<file path="src/rtl/core.sv">
// Core-wide decode types: ALU operation encoding and the decoded instruction record.
package core;

  typedef enum logic [4:0] {
    ADD, SUB, SLL, SLT, SLTU, XOR, SRL, SRA, OR, AND,
    BEQ, BNE, BLT, BGE, BLTU, BGEU, PASS_B, LINK,
    MUL, MULH, MULHSU, MULHU, DIV, DIVU, REM, REMU
  } ALU_OP_t;

  // Kept free of riscv types so the two packages have no compile-order dependency.
  typedef struct packed {
    logic [4:0]  rs1;
    logic [4:0]  rs2;
    logic [4:0]  rd;
    logic [31:0] imm;
    ALU_OP_t     alu_op;
    logic        is_load;
    logic        is_store;
    logic [1:0]  mem_size;
    logic        mem_sign;
    logic        rd_we;
    logic        illegal;
  } decoded_t;

  function automatic ALU_OP_t arith_op(input logic [2:0] funct3, input logic alt);
    case (funct3)
      3'b000:  arith_op = alt ? SUB : ADD;
      3'b001:  arith_op = SLL;
      3'b010:  arith_op = SLT;
      3'b011:  arith_op = SLTU;
      3'b100:  arith_op = XOR;
      3'b101:  arith_op = alt ? SRA : SRL;
      3'b110:  arith_op = OR;
      default: arith_op = AND;
    endcase
  endfunction

endpackage

</file>
<file path="src/rtl/riscv.sv">
// RV32I encoding definitions: opcodes, instruction formats, register index and memory access types.
package riscv;

  typedef logic [4:0] reg_t;
  typedef logic [6:0] opcode_t;

  localparam opcode_t LUI   = 7'b0110111;
  localparam opcode_t AUIPC = 7'b0010111;
  localparam opcode_t JAL   = 7'b1101111;
  localparam opcode_t JALR  = 7'b1100111;
  localparam opcode_t B_OP  = 7'b1100011;
  localparam opcode_t L_OP  = 7'b0000011;
  localparam opcode_t S_OP  = 7'b0100011;
  localparam opcode_t I_OP  = 7'b0010011;
  localparam opcode_t RR_OP = 7'b0110011;

  typedef enum logic [1:0] {BYTE = 2'b00, HWORD = 2'b01, WORD = 2'b10} mem_size_t;
  typedef enum logic {SIGNED = 1'b0, UNSIGNED = 1'b1} mem_sign_t;

  typedef struct packed {
    logic [6:0] funct7;
    reg_t       rs2;
    reg_t       rs1;
    logic [2:0] funct3;
    reg_t       rd;
    opcode_t    opcode;
  } r_type_t;

  typedef struct packed {
    logic [11:0] imm;
    reg_t        rs1;
    logic [2:0]  funct3;
    reg_t        rd;
    opcode_t     opcode;
  } i_type_t;

  typedef struct packed {
    logic [6:0] imm_hi;
    reg_t       rs2;
    reg_t       rs1;
    logic [2:0] funct3;
    logic [4:0] imm_lo;
    opcode_t    opcode;
  } s_type_t;

  typedef struct packed {
    logic       imm12;
    logic [5:0] imm10_5;
    reg_t       rs2;
    reg_t       rs1;
    logic [2:0] funct3;
    logic [3:0] imm4_1;
    logic       imm11;
    opcode_t    opcode;
  } b_type_t;

  typedef struct packed {
    logic [19:0] imm;
    reg_t        rd;
    opcode_t     opcode;
  } u_type_t;

  typedef struct packed {
    logic       imm20;
    logic [9:0] imm10_1;
    logic       imm11;
    logic [7:0] imm19_12;
    reg_t       rd;
    opcode_t    opcode;
  } j_type_t;

  typedef union packed {
    r_type_t r;
    i_type_t i;
    s_type_t s;
    b_type_t b;
    u_type_t u;
    j_type_t j;
  } instruction_t;

endpackage

</file>
<file path="src/rtl/decode_logic.sv">
// Combinational RV32I decoder: raw instruction word -> decoded_t.
// M-extension register ops decode only when DECODE_RVM_EN is defined.
module decode_logic
  import riscv::*;
  import core::*;
(
  input  logic [31:0] instr_i,
  output decoded_t    dec_o
);

  instruction_t ins;
  logic [31:0]  imm_i, imm_s, imm_b, imm_u, imm_j;
  logic [2:0]   funct3;
  logic [6:0]   funct7;
  logic         rd_nz;
  logic         illegal;
  decoded_t     dec;

  assign ins    = instr_i;
  assign funct3 = ins.r.funct3;
  assign funct7 = ins.r.funct7;
  assign rd_nz  = (ins.r.rd != 5'd0);

  assign imm_i = {{20{ins.i.imm[11]}}, ins.i.imm};
  assign imm_s = {{20{ins.s.imm_hi[6]}}, ins.s.imm_hi, ins.s.imm_lo};
  assign imm_b = {{19{ins.b.imm12}}, ins.b.imm12, ins.b.imm11, ins.b.imm10_5, ins.b.imm4_1, 1'b0};
  assign imm_u = {ins.u.imm, 12'b0};
  assign imm_j = {{11{ins.j.imm20}}, ins.j.imm20, ins.j.imm19_12, ins.j.imm11, ins.j.imm10_1, 1'b0};

  always_comb begin
    dec     = '0;
    illegal = 1'b0;
    dec.rs1 = ins.r.rs1;
    dec.rs2 = ins.r.rs2;
    dec.rd  = ins.r.rd;
    case (ins.r.opcode)
      I_OP: begin
        dec.imm    = imm_i;
        dec.rd_we  = rd_nz;
        dec.alu_op = arith_op(funct3, (funct3 == 3'b101) && funct7[5]);
        if (funct3 == 3'b001)
          illegal = (funct7 != 7'b0);
        else if (funct3 == 3'b101)
          illegal = (funct7 != 7'b0) && (funct7 != 7'b0100000);
      end
      RR_OP: begin
        dec.rd_we = rd_nz;
        if (funct7 == 7'b0)
          dec.alu_op = arith_op(funct3, 1'b0);
        else if (funct7 == 7'b0100000 && (funct3 == 3'b000 || funct3 == 3'b101))
          dec.alu_op = arith_op(funct3, 1'b1);
`ifdef DECODE_RVM_EN
        else if (funct7 == 7'b0000001) begin
          case (funct3)
            3'b000:  dec.alu_op = MUL;
            3'b001:  dec.alu_op = MULH;
            3'b010:  dec.alu_op = MULHSU;
            3'b011:  dec.alu_op = MULHU;
            3'b100:  dec.alu_op = DIV;
            3'b101:  dec.alu_op = DIVU;
            3'b110:  dec.alu_op = REM;
            default: dec.alu_op = REMU;
          endcase
        end
`endif
        else
          illegal = 1'b1;
      end
      L_OP: begin
        dec.is_load  = 1'b1;
        dec.imm      = imm_i;
        dec.rd_we    = rd_nz;
        dec.mem_size = funct3[1:0];
        dec.mem_sign = funct3[2];
        illegal      = (funct3[1:0] == 2'b11);
      end
      S_OP: begin
        dec.is_store = 1'b1;
        dec.imm      = imm_s;
        dec.rd       = 5'd0;
        dec.mem_size = funct3[1:0];
        illegal      = (funct3[1:0] == 2'b11) || funct3[2];
      end
      B_OP: begin
        dec.imm = imm_b;
        case (funct3)
          3'b000:  dec.alu_op = BEQ;
          3'b001:  dec.alu_op = BNE;
          3'b100:  dec.alu_op = BLT;
          3'b101:  dec.alu_op = BGE;
          3'b110:  dec.alu_op = BLTU;
          3'b111:  dec.alu_op = BGEU;
          default: illegal    = 1'b1;
        endcase
      end
      LUI: begin
        dec.imm    = imm_u;
        dec.alu_op = PASS_B;
        dec.rd_we  = rd_nz;
      end
      AUIPC: begin
        dec.imm    = imm_u;
        dec.alu_op = ADD;
        dec.rd_we  = rd_nz;
      end
      JAL: begin
        dec.imm    = imm_j;
        dec.alu_op = LINK;
        dec.rd_we  = rd_nz;
      end
      JALR: begin
        dec.imm    = imm_i;
        dec.alu_op = LINK;
        dec.rd_we  = rd_nz;
        illegal    = (funct3 != 3'b000);
      end
      default: illegal = 1'b1;
    endcase
    // Illegal words carry no side effects downstream: every other field is zeroed.
    if (illegal) begin
      dec         = '0;
      dec.illegal = 1'b1;
    end
  end

  assign dec_o = dec;

endmodule

</file>
<file path="src/rtl/decode_stage.sv">
// Registered RV32I decode stage: decoder feeding a DEPTH-entry queue with valid/ready on both sides.
// Optional M-extension decode via DECODE_RVM_EN (see decode_logic).
module decode_stage
  import riscv::*;
  import core::*;
#(
  parameter int XLEN  = 32,
  parameter int DEPTH = 2
) (
  input  logic            clk,
  input  logic            rst,
  input  logic            flush_i,
  input  logic            in_valid_i,
  output logic            in_ready_o,
  input  logic [31:0]     instr_i,
  input  logic [XLEN-1:0] pc_i,
  output logic            out_valid_o,
  input  logic            out_ready_i,
  output logic [XLEN-1:0] pc_o,
  output reg_t            rs1_o,
  output reg_t            rs2_o,
  output reg_t            rd_o,
  output logic [XLEN-1:0] imm_o,
  output ALU_OP_t         alu_op_o,
  output logic            is_load_o,
  output logic            is_store_o,
  output mem_size_t       mem_size_o,
  output logic            mem_unsigned_o,
  output logic            rd_we_o,
  output logic            illegal_o
);

  localparam int PTR_W = $clog2(DEPTH);
  localparam int CNT_W = PTR_W + 1;

  decoded_t         dec;
  decoded_t         head;
  decoded_t         slot_reg    [DEPTH];
  logic [XLEN-1:0]  pc_slot_reg [DEPTH];
  logic [PTR_W-1:0] wr_ptr_reg, wr_ptr_next;
  logic [PTR_W-1:0] rd_ptr_reg, rd_ptr_next;
  logic [CNT_W-1:0] count_reg, count_next;
  logic             push, pop;

  decode_logic u_decode (
    .instr_i (instr_i),
    .dec_o   (dec)
  );

  assign in_ready_o  = rst && (count_reg != CNT_W'(DEPTH));
  assign out_valid_o = (count_reg != '0);
  assign push        = in_valid_i && in_ready_o && !flush_i;
  assign pop         = out_valid_o && out_ready_i && !flush_i;

  always_comb begin
    wr_ptr_next = wr_ptr_reg;
    rd_ptr_next = rd_ptr_reg;
    count_next  = count_reg;
    if (flush_i) begin
      wr_ptr_next = '0;
      rd_ptr_next = '0;
      count_next  = '0;
    end else begin
      if (push) wr_ptr_next = wr_ptr_reg + 1'b1;
      if (pop)  rd_ptr_next = rd_ptr_reg + 1'b1;
      case ({push, pop})
        2'b10:   count_next = count_reg + 1'b1;
        2'b01:   count_next = count_reg - 1'b1;
        default: count_next = count_reg;
      endcase
    end
  end

  always_ff @(posedge clk or negedge rst) begin
    if (!rst) begin
      wr_ptr_reg <= '0;
      rd_ptr_reg <= '0;
      count_reg  <= '0;
    end else begin
      wr_ptr_reg <= wr_ptr_next;
      rd_ptr_reg <= rd_ptr_next;
      count_reg  <= count_next;
    end
  end

  // Slots reset to zero so every output reads 0 while the stage is held in reset.
  genvar gi;
  generate
    for (gi = 0; gi < DEPTH; gi++) begin : g_slot
      always_ff @(posedge clk or negedge rst) begin
        if (!rst) begin
          slot_reg[gi]    <= '0;
          pc_slot_reg[gi] <= '0;
        end else if (push && (wr_ptr_reg == PTR_W'(gi))) begin
          slot_reg[gi]    <= dec;
          pc_slot_reg[gi] <= pc_i;
        end
      end
    end
  endgenerate

  assign head           = slot_reg[rd_ptr_reg];
  assign pc_o           = pc_slot_reg[rd_ptr_reg];
  assign rs1_o          = head.rs1;
  assign rs2_o          = head.rs2;
  assign rd_o           = head.rd;
  assign imm_o          = XLEN'($signed(head.imm));
  assign alu_op_o       = head.alu_op;
  assign is_load_o      = head.is_load;
  assign is_store_o     = head.is_store;
  assign mem_size_o     = mem_size_t'(head.mem_size);
  assign mem_unsigned_o = head.mem_sign;
  assign rd_we_o        = head.rd_we;
  assign illegal_o      = head.illegal;

endmodule

</file>
<file path="config.mk">
export PLATFORM = sky130hd
export DESIGN_NAME = decode_stage
export DESIGN_NICKNAME = d
export VERILOG_FILES = /design/src/rtl/core.sv /design/src/rtl/riscv.sv /design/src/rtl/decode_logic.sv /design/src/rtl/decode_stage.sv
export SDC_FILE = /design/constraint.sdc
export NUM_CORES = 1
export LEC_CHECK = 0
export ABC_CLOCK_PERIOD_IN_PS = 5700
export CAP_MARGIN = 25
export CORE_UTILIZATION = 35
export CTS_BUF_LIST = sky130_fd_sc_hd__clkbuf_4
export CTS_CLUSTER_DIAMETER = 30
export CTS_CLUSTER_SIZE = 30
export DETAILED_ROUTE_END_ITERATION = 10
export HOLD_SLACK_MARGIN = 0.12
export PLACE_DENSITY_LB_ADDON = 0.15
export RECOVER_POWER = 100
export SETUP_SLACK_MARGIN = 0.5
export SLEW_MARGIN = 20
export SYNTH_ARGS = -nofsm -noshare
export SYNTH_HDL_FRONTEND = slang
export SYNTH_SLANG_ARGS = --single-unit
</file>
<file path="constraint.sdc">
create_clock -name clk -period 5.7 [get_ports clk]
set_clock_uncertainty 0.2 [all_clocks]
set_input_delay 1.71 -clock clk [delete_from_list [all_inputs] [get_ports clk]]
set_output_delay 1.71 -clock clk [all_outputs]
set_load 0.01 [all_outputs]
</file>
==> summary.txt <==
Status: finished with violations
Violated checks: max-capacitance violations, max-slew violations
# Max-Cap Violations: 2
Endpoint class of the critical path: output port
Minimum clock period after layout: 4.79 ns
Share of cells above drive strength 1: 16.7%
Initial antenna violation count: 2
Cells after synthesis: 935
Total wire length: 26000 microns
FFs w/ async S/R, synth: 100%
Period utilisation layout: 84.1%
RD Place Congestion: 0.883
TritonCTS buffer count: 17
Multi-input gate area: 4150 sq um
Final setup vio count: 0
Global route total overflow: 0
Storage cell area: 4660 sq um
Cell with the most instances after synthesis: nand2_1
Top cell type's share of synthesized area: 50.1%
Critical path arrival: 2.88 ns
Post-synth EDFFs: 0
H-tree depth: 4
Achievable frequency: 209 MHz
Post-DRT Antenna Nets: 0
Max FFs per register: 118
Initial DRC count: 599
Clock Path Buffers: 2
Clock transition at the registers of the reported paths: 0.18 ns
Post-synth cell types: 57
CTS tree: yes
Slew Limit Headroom: -36.0%
Total GRT Usage: 19.9%
CP Data Required Time: 3.79 ns
Setup_tns: 0 ns
Drt drc: 0
FF+latch count, synth: 186
NumNets Final: 1133
WHS Path Cells: 2
Fillers: 2521
Final hold viol count: 0
Port Buf Inserts: 161
Fin. max-slew vios: 163
Sink Count: 186
Worst-path maximum fanout: 38
Final worst slack: 0.908 ns
Resize count post-CTS: 0
First-pass GRT wire length: 41600 microns
Worst R2R Path Depth: 6
Pwr Density: 239 nW/um^2
Area of the core: 26100 sq um
Starting Density: 35.6%
Top FF cell, synth: dfrtp_1
Crit path launch type: register
HPWL Detailed: 16600 microns
Vias in the first global route: 7286
Syn Area/Cell: 9.93 sq um
Mapped cell area: 9280 sq um
Critical path class: register to output port
Chip height: 165 microns
Pwr Total: 2710 uW
WL per Instance: 18.4 microns
Full die area: 27200 sq um
Post-CTS setup buffers: 0
Top cells by area, synth: dfrtp_1 50%, nand2_1 13%, mux2_2 11%
Vias per cell: 5.13
Slew @ Worst Pin: 2.04 ns
DP Cell Count: 1378
Layout area overhead: 22.5%
RSZ-0062 raised after global routing: no
Synth cell count leaders: 315 x nand2_1, 186 x dfrtp_1, 93 x mux2_2, 45 x clkbuf_1
Pleak: 0.00530 uW
Final Non-Filler Cells: 1414
Synth Warn #: 0
Horiz. Die Dim: 165 microns
Clock root buffer: clkbuf_4
Seq/Total Area, Yosys: 50.1%
DRT Pass-1 Iters: 5
Clk_lat worst skew: 0.57 ns
I/O pin total: 162
Biggest area consumer among synthesized cells: dfrtp_1
# rows: 59
Peak VDD IR: 157 uV
DP Worst Slack: 0.904 ns
Hold_ws: 0.291 ns
Class of the worst hold path: register to register
Via Count: 7260
Hold buffers post-CTS: 0
Pin count of the biggest net entering global routing: 185
Synth Net Count: 1004
==> cells by family after synthesis <==
logic type | synth area share, %
muxes | 11.3
DFF | 50.1
and+or+nand+nor | 17.8
AOI/OAI and AO/OA | 16.1
buffers and inverters | 4.47
xor gates and xnor gates | 0.189
==> path summary, 6_finish.rpt <==
kind,endpoint,slack [ns],from
worst max-delay path,illegal_o,0.91,rd_ptr_reg
worst min register to register,pc_slot_reg[4],0.29,pc_slot_reg[4]
min in group asynchronous,pc_slot_reg[31],0.80,rst
worst min-delay path,pc_slot_reg[4],0.29,pc_slot_reg[4]
max in group asynchronous,slot_reg[9],3.15,rst
worst max register to register,slot_reg[117],2.10,count_reg[1]
==> worst max-delay path, stage by stage, from the launching register on <==
cell and delay [ns]:
dfrtp_4 0.85, buf_4 0.40, mux2_2 0.40, dlygate4sd3_1 0.61
==> metrics by stage <==
step                instance area (sq um)  utilization [%]
CTS                                 11500             43.9
global route                        11400             43.6
finish                              11400             43.6
global placement                    11200             42.9
floorplan                            9280                -
detailed placement                  11200             42.9
==> power by group <==
| part | internal (uW) | switching (uW) | total (uW) |
|---|---|---|---|
| Combinational | 238 | 248 | 486 |
| Clock | 200 | 532 | 733 |
| Sequential | 1430 | 63.1 | 1490 |
| Total | 1870 | 843 | 2710 |
==> metal layers <==
metal / track usage (%) / part of all wire, % / wire [microns]
met1: 28.6 / 48 / 12500
met3: 3.89 / 4.6 / 1200
met2: 30.5 / 46 / 12000
met4: 4.50 / 1.2 / 310
met5: 0 / 0.050 / 13
==> layout by cell type (no fill, tap or decap), types with 3 or more instances in the layout <==
cell type / n
nand3_1: 9
clkbuf_2: 3
nand2b_1: 7
nor2b_1: 8
a21oi_1: 29
nor2_1: 10
nand2_1: 315
o31ai_1: 60
inv_6: 4
a22o_1: 13
clkbuf_4: 17
dfrtp_1: 185
a22oi_1: 4
o21ai_0: 22
dlygate4sd3_1: 91
or3_1: 3
nor4_1: 5
buf_4: 12
clkinv_4: 4
and3b_1: 3
o211ai_1: 3
inv_8: 4
o31ai_2: 28
clkdlybuf4s50_1: 69
buf_12: 3
inv_1: 15
nor3_1: 7
mux2_2: 91
==> area by class of cell <==
class / count / share of cell area, %
Multi-Input combinational cell: 663 / 36.5
Inverter: 15 / 0.495
Antenna cell: 2 / 0.0440
Clock buffer: 17 / 1.12
Timing Repair Buffer: 181 / 15.9
Tap cell: 335 / 3.69
Clock inverter: 15 / 1.36
Sequential cell: 186 / 41.0
(Power assumes the default switching activity.)
